--- src/rtl/instr_sequencer.sv ---
// instr_sequencer: fetch/decode/execute sequencer with a program-memory handshake and control ROM.
// Defining INSTR_SEQUENCER_SINGLE_STEP_EN adds a step input; each step rising edge runs one instruction.
module instr_sequencer #(
  parameter logic [3:0]  RESET_PC       = 4'h0,
  parameter int unsigned TIMEOUT_CYCLES = 15
) (
  input  logic       clk,
  input  logic       rst_n,
  input  logic       run,
`ifdef INSTR_SEQUENCER_SINGLE_STEP_EN
  input  logic       step,
`endif
  output logic       pm_req,
  output logic [3:0] pm_addr,
  input  logic       pm_ack,
  input  logic [7:0] pm_data,
  output logic [3:0] rom_addr,
  input  logic [9:0] rom_prog,
  input  logic       carry_in,
  output logic [9:0] ctrl,
  output logic       ctrl_valid,
  output logic [3:0] imm,
  output logic [3:0] pc,
  output logic       halted,
  output logic       fault
);

  typedef enum logic [2:0] {IDLE, FETCH, DECODE, EXECUTE, HALT, FAULT} state_e;

  localparam logic [7:0] TMO_LAST = 8'(TIMEOUT_CYCLES - 1);

  state_e     state_q, state_d;
  logic [3:0] pc_q, pc_d;
  logic [3:0] imm_q, imm_d;
  logic [3:0] rom_addr_q, rom_addr_d;
  logic [9:0] ctrl_q, ctrl_d;
  logic       ctrl_valid_q, ctrl_valid_d;
  logic       pm_req_q, pm_req_d;
  logic       halted_q, halted_d;
  logic       fault_q, fault_d;
  logic [7:0] tmo_q, tmo_d;
  logic       start_ok;
  logic       exec_continue;

`ifdef INSTR_SEQUENCER_SINGLE_STEP_EN
  logic step_q;
  // Stepping always parks in IDLE after EXECUTE, so only IDLE looks at the step edge.
  assign start_ok      = run & step & ~step_q;
  assign exec_continue = 1'b0;

  always_ff @(posedge clk or negedge rst_n) begin
    if (!rst_n) step_q <= 1'b0;
    else        step_q <= step;
  end
`else
  assign start_ok      = run;
  assign exec_continue = run;
`endif

  always_comb begin
    state_d      = state_q;
    pc_d         = pc_q;
    imm_d        = imm_q;
    rom_addr_d   = rom_addr_q;
    ctrl_d       = ctrl_q;
    ctrl_valid_d = 1'b0;
    pm_req_d     = pm_req_q;
    halted_d     = halted_q;
    fault_d      = fault_q;
    tmo_d        = tmo_q;
    unique case (state_q)
      IDLE: begin
        if (start_ok) begin
          state_d  = FETCH;
          pm_req_d = 1'b1;
          tmo_d    = '0;
        end
      end
      FETCH: begin
        // An ack in the last allowed cycle still wins over the timeout.
        if (pm_ack && pm_req_q) begin
          rom_addr_d = pm_data[7:4];
          imm_d      = pm_data[3:0];
          pc_d       = pc_q + 4'd1;
          pm_req_d   = 1'b0;
          state_d    = DECODE;
        end else if (tmo_q == TMO_LAST) begin
          pm_req_d = 1'b0;
          fault_d  = 1'b1;
          state_d  = FAULT;
        end else begin
          tmo_d = tmo_q + 8'd1;
        end
      end
      DECODE: begin
        if (rom_addr_q == 4'hA || rom_addr_q == 4'hB) begin
          halted_d = 1'b1;
          state_d  = HALT;
        end else begin
          ctrl_d       = rom_prog;
          ctrl_valid_d = 1'b1;
          state_d      = EXECUTE;
        end
      end
      EXECUTE: begin
        if (rom_addr_q == 4'hF || (rom_addr_q == 4'hE && !carry_in)) pc_d = imm_q;
        if (exec_continue) begin
          state_d  = FETCH;
          pm_req_d = 1'b1;
          tmo_d    = '0;
        end else begin
          state_d = IDLE;
        end
      end
      HALT:    state_d = HALT;
      FAULT:   state_d = FAULT;
      default: state_d = IDLE;
    endcase
  end

  always_ff @(posedge clk or negedge rst_n) begin
    if (!rst_n) begin
      state_q      <= IDLE;
      pc_q         <= RESET_PC;
      imm_q        <= '0;
      rom_addr_q   <= '0;
      ctrl_q       <= '0;
      ctrl_valid_q <= 1'b0;
      pm_req_q     <= 1'b0;
      halted_q     <= 1'b0;
      fault_q      <= 1'b0;
      tmo_q        <= '0;
    end else begin
      state_q      <= state_d;
      pc_q         <= pc_d;
      imm_q        <= imm_d;
      rom_addr_q   <= rom_addr_d;
      ctrl_q       <= ctrl_d;
      ctrl_valid_q <= ctrl_valid_d;
      pm_req_q     <= pm_req_d;
      halted_q     <= halted_d;
      fault_q      <= fault_d;
      tmo_q        <= tmo_d;
    end
  end

  assign pm_req     = pm_req_q;
  assign pm_addr    = pc_q;
  assign rom_addr   = rom_addr_q;
  assign ctrl       = ctrl_q;
  assign ctrl_valid = ctrl_valid_q;
  assign imm        = imm_q;
  assign pc         = pc_q;
  assign halted     = halted_q;
  assign fault      = fault_q;

endmodule

--- config.mk ---
export PLATFORM = sky130hd
export DESIGN_NAME = instr_sequencer
export DESIGN_NICKNAME = d
export VERILOG_FILES = /design/src/rtl/instr_sequencer.sv
export SDC_FILE = /design/constraint.sdc
export NUM_CORES = 1
export LEC_CHECK = 0
export ABC_AREA = 0
export CORE_MARGIN = 4
export CORE_UTILIZATION = 40
export DETAILED_ROUTE_END_ITERATION = 7
export MAX_ROUTING_LAYER = met4
export PLACE_DENSITY = 0.72
export SYNTH_ARGS = -nofsm -noshare
export SYNTH_HDL_FRONTEND = slang
export SYNTH_SLANG_ARGS = --single-unit
--- constraint.sdc ---
create_clock -name clk -period 1.7 [get_ports clk]
set_input_delay 0.34 -clock clk [delete_from_list [all_inputs] [get_ports clk]]
set_output_delay 0.34 -clock clk [all_outputs]
set_load 0.02 [all_outputs]
* Word-level counts from Yosys, hierarchy flattened
Index checks and enable logic that the tools add are counted.
** Operators by class
- Bitwise operators :: 2
- Reduce and logical (&&, ||, !) cells :: 17
- Add/subtract/negate cells :: 2
- Equal/unequal tests :: 17
- Mux-type cells :: 19
** Operator list (count)
- two-way mux 8 bit :: 3
- one-hot mux 3 bit (6 select lines) :: 1
- equality test 4 bit, second input constant :: 4
- one-hot mux 8 bit (2 select lines) :: 1
- two-way mux 3 bit :: 4
- inequality test 2 bit, second input constant :: 5
- AND reduction 3 bit :: 3
- adder 8 x 1 -> 8 bit, second input constant :: 1
- equality test 8 x 4 -> 1 bit, second input constant :: 1
- two-way mux 4 bit :: 2
- one-hot mux 4 bit (2 select lines) :: 1
- AND reduction 2 bit :: 4
- equality test 3 x 2 -> 1 bit, second input constant :: 2
- equality test 3 bit, second input constant :: 2
- two-way mux 1 bit :: 6
- adder 4 x 1 -> 4 bit, second input constant :: 1
- AND reduction 4 bit :: 1
- nonzero test 2 bit :: 2
- equality test 3 x 1 -> 1 bit, second input constant :: 1
- zero test 3 bit :: 1
- inequality test 3 bit, second input constant :: 1
- logical AND 1 bit :: 2
- logical OR 1 bit :: 2
- inequality test 2 x 1 -> 1 bit, second input constant :: 1
- other kinds (4) :: 5
** Word-level totals
- Output and inout bits :: 30
- Flip-flop bits (word level) :: 37
- Input port bits :: 23

* Longest topological paths before layout
- Depth after elaboration :: 5
- Gate-level depth with buffers :: 7

* Least setup slack after synthesis
No wires, ideal clock.
- Kind :: register to register
- Start point :: reg tmo_q[0]
- End point :: reg tmo_q[3]
- Data arrival time :: 1.518 ns
- Period minus slack after synthesis :: 1.637 ns
- Required time :: 1.581 ns
- Path buffers :: 1
- Cell stages (with the launch flop) :: 8
- Path slack :: 0.063 ns
- Setup time :: 0.119 ns
- Cells stage by stage :: dfrtp_1 > inv_1 > ha_1 > nand4b_1 > or4_1 > buf_2 > a31o_1 > o21a_1
** On the way
- Longest elaborated chain between the ends :: 4
** Ends and longest elaborated chain
- start, declared :: line 41 : logic [7:0] tmo_q, tmo_d;
- start signal, assigned :: line 143 : tmo_q <= tmo_d;
- adder 8 x 1 -> 8 bit :: line 92 : tmo_d = tmo_q + 8'd1;
- two-way mux 8 bit :: line 87 : end else if (tmo_q == TMO_LAST) begin
- two-way mux 8 bit :: line 81 : if (pm_ack && pm_req_q) begin
- one-hot mux 8 bit (2 select lines) :: line 71 : unique case (state_q)
Several ways; a longest one is shown, not always the timed one. The select of a mux whose other input is x is not followed.
A chain may end at the register's enable or synchronous reset.

* Worst setup path in the final report
Same ends and word-level chain as after synthesis.

==> flow_summary.yaml <==
status:
  status: "finished clean"
die:
  dieArea_um2: 5694
  rows: 24
  die_height_um: 75.46
  die_w_um: 75.46
  pin_count: 53
  core_um2: 4384
  initial_core_util_pct: 41.52
final_layout:
  drive_above_1_share_pct: 22.27
  fin_nets: 272
  design_area_um2: 2638
  areaGrowthSynthToFinish_pct: 44.88
  final_cells: 299
  n_antenna_cell: 0
cts:
  clk_path_buf_depth: 2
  cts.sinks: 37
  cts_buffers: 5
  htree_levels: 2
  clk-insertion-delay-late_ns: 0.28
  tritoncts: "built"
  clock-root-buffer: "clkbuf_8"
  cts.clk_slew.worst_paths_ns: 0.08
global_routing:
  grt_pass1_wl_um: 6941
  antenna_found_initial: 0
  grt.overflow.total: 0
  grt_pass1_vias: 1548
  track_usage_pct: 16.32
  grt_start_max_net_pins: 23
yosys:
  synthesis.area_um2: 1820
  avgSynthCellArea_um2: 10.40
  synth_top_area_share_pct: 50.86
  ys_types: 46
  ys.flop_type: "dfrtp_1"
  synth_edf_count: 0
  seq_area_frac_synth_pct: 50.86
  syn_nets: 201
  yosys_register_bits: 37
  postSynthCellCount: 175
  ys_warn_count: 0
  async_flop_share_pct: 100.0
  yosysTopAreaCell: "dfrtp_1"
  yosys-top-cells-area: "dfrtp_1 (51%), nand2_1 (6.8%), mux2_2 (6.8%)"
detailed_routing:
  firstDrtPassIters: 4
  num_vias: 1533
  antenna_left: 0
  avgViaCountPerCell: 5.127
  drt_wl_total_um: 4308
  drc: 0
  routedWlPerCell_um: 14.41
  drt_iter0_drc: 64
power:
  clkPwrFrac_pct: 14.2
  p_int_uw: 2613
  fin_total_pwr_uw: 4335
  switching_power_uw: 1722
  power_density_nw_per_um2: 1644
  p_leak_uw: 0.001255
  netSwitchingFraction_pct: 39.73
  comb_power_share_pct: 50.2
  ir_drop_uv: 1013
  seqPwrFrac_pct: 35.7
placed_design:
  place_congestion: 0.8646
  place_area_um2: 2490
  numPortBuffers: 52
  post-place-cells: 289
  dp_hpwl_um: 3269
sta:
  setup_viol: 0
  worst_pin_slew_ns: 0.4199
  rsz0062_at_grt: "yes"
  final-hold-violation-count: 0
  slew_headroom_pct: 72.01
  fin_crit_sh_pct: 96.81
  fin_setup_tns_ns: 0
  fmax_ghz: 0.6076
  period_minus_slack_ns: 1.646
  fin_skew_ns: 0.004597
  drv_slew: 0
  hold_ws_ns: 0.4714
worst_setup_path:
  cp.arrival_ns: 1.83
  start_kind: "flip-flop"
  end_kind: "flip-flop"
  crit_fanout: 6
  critPathRequiredTime_ns: 1.88
  worstSetupPathType: "reg -> reg"
worst_hold_path:
  hold_path_class: "reg -> reg"
flow_run:
  drv_cap: 0
==> per-stage QoR <==
stage          setup WS [ns]  util (%)
5_1_grt             -0.04144     60.16
3_3_place_gp         0.01129     56.79
6_report             0.05425     60.16
4_1_cts              0.03047     59.16
3_5_place_dp        -0.03195     56.79
2_1_floorplan        0.06346         -
==> synthesized netlist by cell type, types with 2 or more instances <==
cell / n
inv_1: 5
and3_2: 2
nand2_1: 33
mux2i_1: 2
o2bb2a_1: 2
nand4_1: 3
nand2b_1: 2
a31oi_1: 3
or3_1: 2
o22ai_1: 2
ha_1: 3
buf_4: 8
buf_2: 2
o21ai_0: 8
and3b_1: 2
a21oi_1: 7
dfrtp_1: 37
o21a_1: 3
nor2_1: 7
mux2_2: 11
nand3_1: 6
==> repair_timing <==
| action | CTS | global route |
|---|---|---|
| gates resized for setup | 8 | 10 |
| endpoints found under the setup margin | 11 | 12 |
| hold buffers | 1 | 0 |
| gates cloned | 0 | 0 |
| hold endpoints to repair | 15 | 0 |
| setup buffers | 0 | 1 |
==> worst max-delay path, stage by stage, from the launching register on <==
cell,delay [ns]
dfrtp_1,0.40
inv_2,0.08
ha_4,0.12
nand4b_1,0.13
or4_4,0.50
a31o_1,0.23
o21a_1,0.09
==> layer usage <==
| layer | global-route usage, % | part of all wire, % |
|---|---|---|
| met5 | - | 0 |
| met4 | 5.631 | 1.0 |
| met3 | 3.958 | 3.8 |
| met2 | 25.02 | 49 |
| met1 | 21.15 | 46 |
==> registers in the layout, summed over array words and instances (netlist names) <==
signal / flops
ctrl: 10
tmo_q: 8
imm: 4
pc: 4
rom_addr: 4
state_q: 3
ctrl_valid: 1
fault: 1
halted: 1
pm_req: 1
==> power groups by stage <==
stage                     sequential [µW]  combinational [µW]  clock [µW]
after global routing                 1610                2370         688
after detailed placement             1570                2210           0
final                                1550                2170         614
after floorplan                      1820                 984           0
after global placement               1550                2180           0
after CTS                            1550                2180         640
==> path summary, 6_finish.rpt <==
kind	cells after the start	slack, ns	start	endpoint
worst max-delay path	6	0.05	tmo_q[0]$_DFFE_PN0P_	tmo_q[3]$_DFFE_PN0P_
min in group asynchronous	2	0.53	rst_n	tmo_q[3]$_DFFE_PN0P_
worst min register to register	1	0.47	halted$_DFFE_PN0P_	halted$_DFFE_PN0P_
max in group asynchronous	3	0.72	rst_n	tmo_q[2]$_DFFE_PN0P_
worst max register to register	6	0.05	tmo_q[0]$_DFFE_PN0P_	tmo_q[3]$_DFFE_PN0P_
worst min-delay path	1	0.47	halted$_DFFE_PN0P_	halted$_DFFE_PN0P_
==> cell families after synthesis <==
family / after synthesis / synth area share [%]
XOR/XNOR: 1 / 0.4812
multiplexers: 13 / 7.904
adder cells (fa/ha/maj): 3 / 2.062
buffers and inverters: 16 / 5.499
flip-flops: 37 / 50.86
AO/OA/AOI/OAI: 35 / 12.85
AND/OR/NAND/NOR: 70 / 20.35
==> final cells by class <==
type | instances | area, µm²
Clock buffer | 5 | 68.82
Clock inverter | 3 | 22.52
Fill cell | 390 | 1747
Inverter | 5 | 18.77
Multi-Input combinational cell | 122 | 830.8
Sequential cell | 37 | 925.9
Tap cell | 52 | 65.06
Timing Repair Buffer | 75 | 705.7
==> cells in the final DEF (no fill, tap or decap), types with 2 or more instances in the layout <==
cell / count
a31oi_1: 3
nand4_1: 3
mux2_2: 11
o22ai_1: 2
clkinv_4: 2
ha_1: 2
o2bb2a_1: 2
and3_2: 2
mux2i_1: 2
nand2b_1: 2
nor2_1: 7
and3b_1: 2
a21oi_1: 7
dlygate4sd2_1: 6
nand2_1: 33
clkbuf_8: 5
dlymetal6s2s_1: 4
nand3_1: 5
o21a_1: 3
buf_4: 21
inv_1: 4
or3_1: 2
clkdlybuf4s50_1: 41
dfrtp_1: 37
o21ai_0: 7
(Power assumes the default switching activity.)
